File: src/rtl/johnson_pkg.sv
// Shared encodings for the Johnson sequencing controller and its phase consumers.
// Latency: n/a (types and constants only).
// Backpressure: n/a.
//
// Contents:
//   state_t  - controller FSM encoding (IDLE / RUN / HOLD)
//   DIR_FWD, DIR_REV - step direction constants
package johnson_pkg;

    typedef enum logic [1:0] {
        S_IDLE = 2'd0,
        S_RUN  = 2'd1,
        S_HOLD = 2'd2
    } state_t;

    localparam logic DIR_FWD = 1'b0;
    localparam logic DIR_REV = 1'b1;

endpackage

File: src/rtl/johnson_decode.sv
// Maps a WIDTH-stage Johnson code to its ring position and a one-hot phase vector.
// Latency: purely combinational, zero cycles.
// Backpressure: none; output follows count continuously.
//
// Ports:
//   count     in   WIDTH            Johnson code
//   phase_idx out  $clog2(2*WIDTH)  ring position 0..2*WIDTH-1
//   phase     out  2*WIDTH          one-hot of phase_idx
module johnson_decode #(
    parameter int WIDTH = 4
) (
    input  logic [WIDTH-1:0]             count,
    output logic [$clog2(2*WIDTH)-1:0]   phase_idx,
    output logic [2*WIDTH-1:0]           phase
);

    localparam int IDX_W = $clog2(2*WIDTH);

    // 2*WIDTH may equal 2**IDX_W, in which case this truncates to zero; the
    // modular subtraction below still yields 2*WIDTH - popcount.
    localparam logic [IDX_W-1:0]   RING = IDX_W'(2*WIDTH);
    localparam logic [2*WIDTH-1:0] ONE  = {{(2*WIDTH-1){1'b0}}, 1'b1};

    logic [IDX_W-1:0] pop;

    always_comb begin
        pop = '0;
        for (int i = 0; i < WIDTH; i++) begin
            pop = pop + {{(IDX_W-1){1'b0}}, count[i]};
        end
    end

    // First half of the ring fills from the MSB down (MSB set, or all-zero);
    // second half drains from the MSB, so its position counts back from 2*WIDTH.
    always_comb begin
        if (count[WIDTH-1] || (count == '0)) begin
            phase_idx = pop;
        end else begin
            phase_idx = RING - pop;
        end
    end

    assign phase = ONE << phase_idx;

endmodule

File: src/rtl/johnson_seq_ctrl.sv
// Steps a Johnson register a commanded number of times, fwd/rev, with hold/abort.
// Latency: start accepted at E0, step k lands at E0+k, done pulses with final step.
// Backpressure: start is only taken in IDLE; starts while busy are dropped, not queued.
//
// Ports:
//   clk, reset             clock and synchronous active-high reset
//   start, steps, dir      command strobe with step count and direction
//   hold, abort            pause / cancel of the running command
//   clr                    zero the Johnson register while idle
//   busy, done             command in progress / one-cycle completion pulse
//   count                  Johnson register
//   phase_idx, phase       decoded ring position and its one-hot
module johnson_seq_ctrl #(
    parameter int WIDTH = 4,
    parameter int CNT_W = 8
) (
    input  logic                         clk,
    input  logic                         reset,
    input  logic                         start,
    input  logic [CNT_W-1:0]             steps,
    input  logic                         dir,
    input  logic                         hold,
    input  logic                         abort,
    input  logic                         clr,
    output logic                         busy,
    output logic                         done,
    output logic [WIDTH-1:0]             count,
    output logic [$clog2(2*WIDTH)-1:0]   phase_idx,
    output logic [2*WIDTH-1:0]           phase
);

    import johnson_pkg::*;

    state_t             state_q, state_d;
    logic [CNT_W-1:0]   rem_q,   rem_d;
    logic               dir_q,   dir_d;
    logic [WIDTH-1:0]   count_q, count_d;
    logic               done_q,  done_d;

    logic [WIDTH-1:0]   count_fwd;
    logic [WIDTH-1:0]   count_rev;

    // Reverse is the exact inverse of forward, so a rev step undoes a fwd step.
    assign count_fwd = {~count_q[0], count_q[WIDTH-1:1]};
    assign count_rev = {count_q[WIDTH-2:0], ~count_q[WIDTH-1]};

    always_ff @(posedge clk) begin
        if (reset) begin
            state_q <= S_IDLE;
            rem_q   <= '0;
            dir_q   <= DIR_FWD;
            count_q <= '0;
            done_q  <= 1'b0;
        end else begin
            state_q <= state_d;
            rem_q   <= rem_d;
            dir_q   <= dir_d;
            count_q <= count_d;
            done_q  <= done_d;
        end
    end

    always_comb begin
        state_d = state_q;
        rem_d   = rem_q;
        dir_d   = dir_q;
        count_d = count_q;
        done_d  = 1'b0;

        case (state_q)
            S_IDLE: begin
                // start outranks clr; a zero-step command completes immediately.
                if (start) begin
                    if (steps != '0) begin
                        rem_d   = steps;
                        dir_d   = dir;
                        state_d = S_RUN;
                    end else begin
                        done_d  = 1'b1;
                    end
                end else if (clr) begin
                    count_d = '0;
                end
            end

            S_RUN: begin
                if (abort) begin
                    rem_d   = '0;
                    state_d = S_IDLE;
                end else if (hold) begin
                    state_d = S_HOLD;
                end else begin
                    count_d = (dir_q == DIR_REV) ? count_rev : count_fwd;
                    rem_d   = rem_q - CNT_W'(1);
                    if (rem_q == CNT_W'(1)) begin
                        state_d = S_IDLE;
                        done_d  = 1'b1;
                    end
                end
            end

            S_HOLD: begin
                // Release returns to RUN without stepping: one bubble edge.
                if (abort) begin
                    rem_d   = '0;
                    state_d = S_IDLE;
                end else if (!hold) begin
                    state_d = S_RUN;
                end
            end

            default: begin
                rem_d   = '0;
                state_d = S_IDLE;
            end
        endcase
    end

    assign busy  = (state_q == S_RUN) || (state_q == S_HOLD);
    assign done  = done_q;
    assign count = count_q;

    johnson_decode #(
        .WIDTH (WIDTH)
    ) u_decode (
        .count     (count_q),
        .phase_idx (phase_idx),
        .phase     (phase)
    );

endmodule

File: config.mk
export PLATFORM = sky130hd
export DESIGN_NAME = johnson_seq_ctrl
export DESIGN_NICKNAME = d
export VERILOG_FILES = /design/src/rtl/johnson_pkg.sv /design/src/rtl/johnson_decode.sv /design/src/rtl/johnson_seq_ctrl.sv
export SDC_FILE = /design/constraint.sdc
export NUM_CORES = 1
export LEC_CHECK = 0
export CELL_PAD_IN_SITES_DETAIL_PLACEMENT = 0
export CELL_PAD_IN_SITES_GLOBAL_PLACEMENT = 1
export CORE_MARGIN = 2
export CORE_UTILIZATION = 32
export DETAILED_ROUTE_END_ITERATION = 7
export PLACE_DENSITY_LB_ADDON = 0.1
export SYNTH_ARGS = -nofsm -noshare
export SYNTH_HDL_FRONTEND = slang
export SYNTH_SLANG_ARGS = --single-unit
File: constraint.sdc
create_clock -name clk -period 2.5 [get_ports clk]
set_input_delay 0.375 -clock clk [delete_from_list [all_inputs] [get_ports clk]]
set_output_delay 0.375 -clock clk [all_outputs]
set_load 0.01 [all_outputs]
Word-level counts from Yosys, hierarchy flattened. Index checks and enable logic that the tools add are counted.

Bits in registers: 16. Input bits: 15.

Add/sub/neg operators: 5. Eq/ne operators: 13. Shift-type cells: 1. Muxes and demuxes: 27. Bitwise gates (word level): 2. Reductions and logical operators: 10.

Operators with widths (number): $mux 8 (5); $pmux 8 s3 (1); $mux 4 (5); $mux 2 (7); $ne 2x2->1 const B (7); $eq 8x1->1 const B (1); $pmux 4 s2 (1); $reduce_and 4->1 (2); $reduce_bool 8->1 (1); $shl 1x3->8 const A (1); $sub 8x1->8 const B (1); $add 3x1->3 (2); $ne 3x3->1 const B (2); $pmux 2 s3 (1); $mux 1 (5); $reduce_and 5->1 (1); $logic_not 4->1 (1); $ne 4x4->1 const B (1); $mux 3 (1); $reduce_and 3->1 (1); $sub 1x3->3 const A (1); $add 1x1->2 (1); $eq 2x1->1 const B (1); $eq 2x2->1 const B (1); other kinds (5) (7).

Longest topological paths before layout. Gate-level depths: netlist of run 1.

Depth after elaboration: 6. Depth in mapped cells: 10. Depth with buffers taken out: 10.

Modules after synthesis. From an unflattened synthesis of run 1, not the netlist that was laid out.

Cells, all modules: 183. Area, all modules: 1517.7 µm².

By module, submodules not included: johnson_seq_ctrl (instances 1, cells each 135, area each 1178.6 µm², sequential area each 320.3 µm²); johnson_decode (instances 1, cells each 48, area each 339.1 µm², sequential area each 0.0 µm²).

Least setup slack after synthesis of run 1. OpenSTA, ideal clock, no wires.

Kind: reg-to-output. Start: register count_q[0] (netlist: count[0]). End: output port phase[5]. Data arrival time: 2453 ps. Path slack: -328 ps. Stages on the path, launching flop included: 11. Path buffers: 0. Path through: dfxtp_1 > inv_1 > ha_1 > inv_1 > fa_1 > inv_1 > ha_1 > inv_1 > a221oi_2 > xor2_1 > nor3b_1.

Longest elaborated chain between the ends: 6.

RTL lines: from (decl) (RTL line johnson_seq_ctrl.sv:37) `logic [WIDTH-1:0] count_q, count_d;`; from (signal assigned) (RTL line johnson_seq_ctrl.sv:58) `count_q <= count_d;`; $add 1x1->2 (RTL line johnson_decode.sv:29) `pop = pop + {{(IDX_W-1){1'b0}}, count[i]};`; $add 3x1->3 (2 in a row) (RTL line johnson_decode.sv:29); $sub 1x3->3 (RTL line johnson_decode.sv:39) `phase_idx = RING - pop;`; $mux 3 * (RTL line johnson_decode.sv:36) `if (count[WIDTH-1] || (count == '0)) begin`; via phase_idx[2] (RTL line johnson_seq_ctrl.sv:28) `output logic [$clog2(2*WIDTH)-1:0] phase_idx,`; $shl 1x3->8 * (RTL line johnson_decode.sv:43) `assign phase = ONE << phase_idx;`; to (decl) (RTL line johnson_seq_ctrl.sv:29) `output logic [2*WIDTH-1:0] phase`.

Mark *: on every way through the listed nets, which the timed path passes. The rest lies on a longest branch.

Worst setup path after layout of run 1.
Start: register count_q[1] (netlist: count[1]). End: output port phase[5].

Longest elaborated chain between the ends: 6.

RTL lines (RTL line): $add 1x1->2 (johnson_decode.sv:29); $add 3x1->3 (2 in a row) (johnson_decode.sv:29); $sub 1x3->3 (johnson_decode.sv:39); $mux 3 * (johnson_decode.sv:36); $shl 1x3->8 * (johnson_decode.sv:43).

Every way passes the cells marked *; elsewhere a longest branch is shown, timed or not.

==> results.toml, run 1 <==
[run_status]
status = "complete, but fails checks"
failing_checks = "setup timing"

[final_layout]
insertedDiodeCount = 0
fin_cells = 253
mostFrequentLayoutCells = "sky130_fd_sc_hd__clkdlybuf4s50_1, sky130_fd_sc_hd__buf_4, sky130_fd_sc_hd__dfxtp_1"
layout.cells.most_common = "sky130_fd_sc_hd__clkdlybuf4s50_1"
nNetsFinal = 231
fin_area_mm2 = 0.00188
areaGrowthSynthToFinish_pct = 49.4
fillers = 379
multi_input_area_um2 = 962
final-seq-area_um2 = 328
layout-drive-gt1-share_pct = 31.7

[clock_tree]
cts-root-buf = "sky130_fd_sc_hd__clkbuf_8"
post_cts_hold_buffer_count = 0
clock_sinks = 16
cts-buffers-inserted = 3
cts.htree.levels = 1
cts_max_path_buffers = 2
cts.reportedPaths.clkPinSlew_ps = 70
clk-insertion-delay-late_ps = 250
clock_tree_from_tritoncts = "done"

[placed_design]
routabilityCongestion = 0.826
dpl.cell_count = 243
placed_cell_area_mm2 = 0.00179
io_buffers = 31
dp.final_hpwl_um = 2750

[worst_setup_path]
worst_ep_required_time_ps = 2120
r2r.worst_path.cells = 6
crit_fanout = 3
timing_worst_setup_path_type = "register to primary output"
critPathCaptureType = "primary output"
worstSetupStartpointType = "register"
cp.arrival_ps = 2420

[synth]
synth_fa_ha_area_share_pct = 10.5
share_of_synthesized_cell_area_in_and_or_nand_and_nor_gates_pct = 24.1
synthXorXnorAreaFrac_pct = 2.08
synth-main-ff-cell = "sky130_fd_sc_hd__dfxtp_1"
seq_area_frac_synth_pct = 25.4
avgSynthCellArea_um2 = 8.08
synth_edf_count = 0
synthMuxAreaShare_pct = 5.95
synth.top_cell.area_share_pct = 25.4
ys_warn_count = 0
synth_top_family_by_area = "compound AO/OA/AOI/OAI gates"
syn_nets = 181
synth.ff_latch_count = 16
netlist-cell-type-count = 45
synth-compound-area-share_pct = 25.6
post_synthesis_cell_type_with_the_largest_combined_area = "sky130_fd_sc_hd__dfxtp_1"
synth_area_mm2 = 0.00126
synth_cells = 156
synth_area_leaders = "sky130_fd_sc_hd__dfxtp_1, sky130_fd_sc_hd__ha_1, sky130_fd_sc_hd__a21oi_1"
synth-async-reset-ratio_pct = 0

[grt]
antenna_found_initial = 0
grt_remaining_overflow = 0
via_count_of_the_first_global_routing_pass = 1168
grt_usage_pct = 17.2
grt_pass1_wl_um = 5750
largest_net_degree_at_the_start_of_global_routing = 13

[worst_hold_path]
hold_class = "register to register"
hold_path_depth = 2

[route]
wirelength_um = 3550
detail_route.first_pass.iterations = 4
dr_total_vias = 1333
detail_route.iter0.violations = 68
route.detailed.drc = 0
antenna_left = 0
via_per_inst = 5.27
wl_per_cell_um = 14.0

[power_and_ir_drop]
total_leakage_power_nw = 0.795
power.ir.vdd_worst_mv = 0.328
power.density_cell_area_mw_per_mm2 = 513

[timing]
finalCritPeriodShare_pct = 112
post_route_minimum_period_ps = 2800
number_of_endpoints_with_negative_hold_slack_in_the_final_report = 0
slew_headroom_pct = 57.2
slew_viol_final = 0
setup_repair_after_global_routing_missed_its_margin = "true"
timing.clock.skew_ps = 2.36
slew_at_the_pin_with_the_worst_max_slew_slack_ps = 641
final_setup_violation_count = 7
fmaxAchievable_mhz = 358
postLayoutSetupSlackWorst_ps = -296

[job]
number_of_maximum_capacitance_constraint_violations = 0

[floorplan]
die_h_um = 66.8
design.core.area_mm2 = 0.00372
die_x_um = 66.8
initial_core_util_pct = 33.9
floorplan.rows = 22
io_pins = 32
die_area_mm2 = 0.00446
## metrics by stage
stage	TNS [ps]	power [W]	util (%)	hold WS [ps]	worst slack [ps]
after CTS	-1850	0.000980	50.6	521	-320
after global placement	-2710	0.000762	48.0	499	-402
after global routing	-2540	0.00104	50.7	545	-420
after detailed placement	-3090	0.000767	48.0	510	-462
after floorplan	-112	0.000620	-	469	-51.0
final	-1690	0.000967	50.7	514	-296
## where the power goes
part	leakage [nW]	switching [W]	internal (W)	total, W
Sequential	0.133	0.0000432	0.000288	0.000332
Combinational	0.639	0.000231	0.000199	0.000430
Clock	0.0231	0.0000964	0.000109	0.000206
## area by class of cell
type / instances / area share (%)
clock inverter: 1 / 0.199
tap: 48 / 3.19
inverter: 15 / 3.25
multi-input combinational: 119 / 51.1
clock buffer: 3 / 2.19
timing repair buffer: 51 / 22.7
sequential: 16 / 17.4
## final timing paths
path | from | endpoint | slack (ps)
worst max-delay path | count[1] | phase[5] | -300
worst min-delay path | state_q[0] | state_q[0] | 510
worst max register to register | state_q[1] | rem_q[3] | 610
worst min register to register | state_q[0] | state_q[0] | 510
## worst max-delay path, cell delays in order (launching register included)
cell                       delay [ps]
sky130_fd_sc_hd__dfxtp_4          360
sky130_fd_sc_hd__inv_4             40
sky130_fd_sc_hd__ha_4             250
sky130_fd_sc_hd__inv_2             30
sky130_fd_sc_hd__fa_2             320
sky130_fd_sc_hd__inv_2             70
sky130_fd_sc_hd__ha_4             140
sky130_fd_sc_hd__inv_4             40
sky130_fd_sc_hd__a221oi_4         280
sky130_fd_sc_hd__xor2_2           220
sky130_fd_sc_hd__buf_4            140
sky130_fd_sc_hd__nor3b_4          140
sky130_fd_sc_hd__buf_2            140
## registers in the layout (all words and copies together) (netlist names)
| signal | cells |
|---|---|
| count | 4 |
| rem_q | 8 |
| dir_q | 1 |
| state_q | 2 |
| done | 1 |
## cells in the mapped netlist (2+ instances only)
cell / number
sky130_fd_sc_hd__and3_1: 3
sky130_fd_sc_hd__mux2_2: 4
sky130_fd_sc_hd__o21ai_1: 2
sky130_fd_sc_hd__nor2_1: 11
sky130_fd_sc_hd__o21a_1: 2
sky130_fd_sc_hd__o21ai_0: 3
sky130_fd_sc_hd__a32oi_1: 2
sky130_fd_sc_hd__clkbuf_1: 5
sky130_fd_sc_hd__a211oi_1: 4
sky130_fd_sc_hd__dfxtp_1: 16
sky130_fd_sc_hd__nand2_1: 12
sky130_fd_sc_hd__xor2_1: 2
sky130_fd_sc_hd__a311oi_1: 2
sky130_fd_sc_hd__mux2i_1: 3
sky130_fd_sc_hd__ha_1: 9
sky130_fd_sc_hd__nor3_1: 4
sky130_fd_sc_hd__inv_1: 15
sky130_fd_sc_hd__or4_1: 4
sky130_fd_sc_hd__a21oi_1: 12
sky130_fd_sc_hd__nor3b_1: 3
sky130_fd_sc_hd__nand3_1: 5
sky130_fd_sc_hd__o32ai_1: 2
sky130_fd_sc_hd__nor2b_1: 2
sky130_fd_sc_hd__nand2b_1: 6
sky130_fd_sc_hd__nor4_1: 3
## cells by family after synthesis
logic type | Yosys count
and+or+nand+nor | 57
muxes | 7
xor gates and xnor gates | 3
adders and majority gates | 10
buffers and inverters | 21
AOI/OAI and AO/OA | 42
DFF | 16
## routing by layer
metal	global-route usage, %	share of wire (%)	wire length [µm]	vias to the layer above
met4	5.36	1.3	46	0
met2	26.9	48	1710	34
met1	23.7	45	1580	621
met3	3.55	5.8	205	6
met5	0	0	0	-
li1	-	-	-	672
## repair_timing
item | CTS | global route
gates resized for setup | 51 | 7
endpoints found under the setup margin | 11 | 11
setup buffers | 5 | 3
pin swaps | 3 | 2
No activity file was read; power rests on OpenSTA's default activity.
==> run 2: changes to the inputs <==
--- a/config.mk
+++ b/config.mk
@@ -9,6 +9,7 @@
 export CELL_PAD_IN_SITES_GLOBAL_PLACEMENT = 1
 export CORE_MARGIN = 2
 export CORE_UTILIZATION = 32
+export CTS_CLUSTER_DIAMETER = 80
 export DETAILED_ROUTE_END_ITERATION = 7
 export PLACE_DENSITY_LB_ADDON = 0.1
 export SYNTH_ARGS = -nofsm -noshare
==> results of run 2 <==
Final layout, timing and power as in run 1 (identical DEF).
==> run 3: changes to the inputs <==
--- a/config.mk
+++ b/config.mk
@@ -8,10 +8,11 @@
 export CELL_PAD_IN_SITES_DETAIL_PLACEMENT = 0
 export CELL_PAD_IN_SITES_GLOBAL_PLACEMENT = 1
 export CORE_MARGIN = 2
-export CORE_UTILIZATION = 32
+export CORE_UTILIZATION = 33
+export CTS_BUF_LIST = sky130_fd_sc_hd__clkbuf_2
 export CTS_CLUSTER_DIAMETER = 80
 export DETAILED_ROUTE_END_ITERATION = 7
-export PLACE_DENSITY_LB_ADDON = 0.1
+export PLACE_DENSITY_LB_ADDON = 0.12
 export SYNTH_ARGS = -nofsm -noshare
 export SYNTH_HDL_FRONTEND = slang
 export SYNTH_SLANG_ARGS = --single-unit
==> results.toml, run 3 (synthesis results as in run 1) <==
[run_status]
status = "complete, but fails checks"
failing_checks = "setup timing"

[clock_tree]
clock_tree_from_tritoncts = "done"
cts.reportedPaths.clkPinSlew_ps = 170
clock_sinks = 16
cts-root-buf = "sky130_fd_sc_hd__clkbuf_2"
cts.htree.levels = 1
cts-buffers-inserted = 3
clk-insertion-delay-late_ps = 310
cts_max_path_buffers = 2

[worst_setup_path]
worst_r2r_endpoint = "rem_q[3]"
r2r.worst_path.cells = 6
worst_ep_required_time_ps = 2120
timing_worst_setup_path_type = "register to primary output"
crit_fanout = 3
worstSetupStartpointType = "register"
rr_startpoint = "state_q[1]"
critPathCaptureType = "primary output"
cp.arrival_ps = 2560
regToRegSetupSlack_ps = 570
path_cells = "inv_4 > ha_4 > inv_2 > fa_2 > inv_2 > ha_4 > inv_4 > a221oi_4 > xor2_2 > buf_4 > buf_6 > nor3_2 > buf_2"
critical_path.slowest_cell = "sky130_fd_sc_hd__dfxtp_4"
timing.critical_path.slowest_cell_delay_ps = 390
launching_element_of_the_worst_setup_path = "count[1]"

[grt]
grt_usage_pct = 18.3
largest_net_degree_at_the_start_of_global_routing = 16
antenna_found_initial = 0
grt_pass1_wl_um = 6200
via_count_of_the_first_global_routing_pass = 1336
grt_remaining_overflow = 0

[placed_design]
dpl.cell_count = 244
io_buffers = 31
routabilityCongestion = 0.746
dp_slack_ps = -457
dp.final_hpwl_um = 2670

[timing]
finalCritPeriodShare_pct = 117
post_route_minimum_period_ps = 2930
slew_viol_final = 0
slew_at_the_pin_with_the_worst_max_slew_slack_ps = 644
final_setup_violation_count = 11
postLayoutSetupSlackWorst_ps = -431
setup_repair_after_global_routing_missed_its_margin = "true"
timing.clock.skew_ps = 2.36
slew_headroom_pct = 57.0
number_of_endpoints_with_negative_hold_slack_in_the_final_report = 0
fmaxAchievable_mhz = 341

[final_layout]
mostFrequentLayoutCells = "sky130_fd_sc_hd__clkdlybuf4s50_1, sky130_fd_sc_hd__buf_4, sky130_fd_sc_hd__dfxtp_1"
insertedDiodeCount = 0
areaGrowthSynthToFinish_pct = 52.0
fillers = 364
largest-register = "rem_q"
largest_reg_flops = 8
layout-drive-gt1-share_pct = 33.2
nNetsFinal = 234
fin_cells = 256
layout.cells.most_common = "sky130_fd_sc_hd__clkdlybuf4s50_1"

[power_and_ir_drop]
power.ir.vdd_worst_mv = 0.269
power.density_cell_area_mw_per_mm2 = 479
total_leakage_power_nw = 0.805
power_w = 0.000919

[route]
detail_route.iter0.violations = 60
wl_per_cell_um = 14.2
detail_route.first_pass.iterations = 4
dr_total_vias = 1365
antenna_left = 0
route.detailed.drc = 0
via_per_inst = 5.33
wirelength_um = 3640

[worst_hold_path]
min_from = "state_q[1]"
hold_class = "register to register"
hold_path_depth = 2
min_to = "state_q[1]"

[floorplan]
design.core.area_mm2 = 0.00366
floorplan.rows = 22
io_pins = 32
die_area_mm2 = 0.00433
initial_core_util_pct = 34.4
die_x_um = 65.8
die_h_um = 65.8

[job]
number_of_maximum_capacitance_constraint_violations = 0
run 3: cell types whose count changed in the layout (fill, tap and decap cells not counted), sizes merged:
cell,delta
clkdlybuf4s15,+1
buf,+2
run 3: final cells by class:
class | instances | area [µm²] | share of cell area, %
clock inverters | 1 | 3.75 | 0.196
multi-input cells | 119 | 975 | 50.8
clock buffers | 3 | 15.0 | 0.783
flip-flops and latches | 16 | 328 | 17.1
well taps | 48 | 60.1 | 3.13
repair buffers | 54 | 472 | 24.6
inverters | 15 | 63.8 | 3.33
run 3: critical path, delay by kind of cell (launching register included):
family          cells  cell delay [ps]
compound gates      1              280
xor+xnor            1              120
fa+ha+maj           3              710
buf+inv             7              600
flops               1              390
simple gates        1              150
run 3: report_power, final:
group | switching (W) | internal (W)
Sequential | 0.0000425 | 0.000288
Clock | 0.0000942 | 0.0000348
Combinational | 0.000242 | 0.000217
run 3: how the worst max path moves through the flow:
stage	slack [ps]	to	depth (start not counted)
3_5_place_dp	-460	phase[1]	12
3_3_place_gp	-400	phase[1]	12
2_1_floorplan	-50	phase[5]	10
4_1_cts	-430	phase[2]	13
5_1_grt	-590	phase[2]	13
6_report	-430	phase[2]	13
run 3: what timing repair did:
action                                  in CTS  in global routing
buffers inserted                             6                  4
resized for setup                           61                  1
hold buffers                                 0                  0
pin swaps                                    7                  1
endpoints found under the setup margin      11                 11
run 3: per-layer routing:
metal,vias to the layer above,track usage [%],share of wire (%)
met5,-,0,0
met3,3,2.04,4.4
met2,44,33.6,51
met4,0,3.91,0.58
li1,672,-,-
met1,646,22.7,44
run 3: metrics by stage:
stage          instance area (µm²)  hold slack [ps]  TNS, ps  utilization [%]
5_1_grt                       1920              563    -4330             52.4
2_1_floorplan                 1330              469     -112                -
4_1_cts                       1890              530    -2840             51.6
3_5_place_dp                  1790              508    -3190             49.0
3_3_place_gp                  1790              495    -2860             49.0
6_report                      1920              525    -3020             52.4
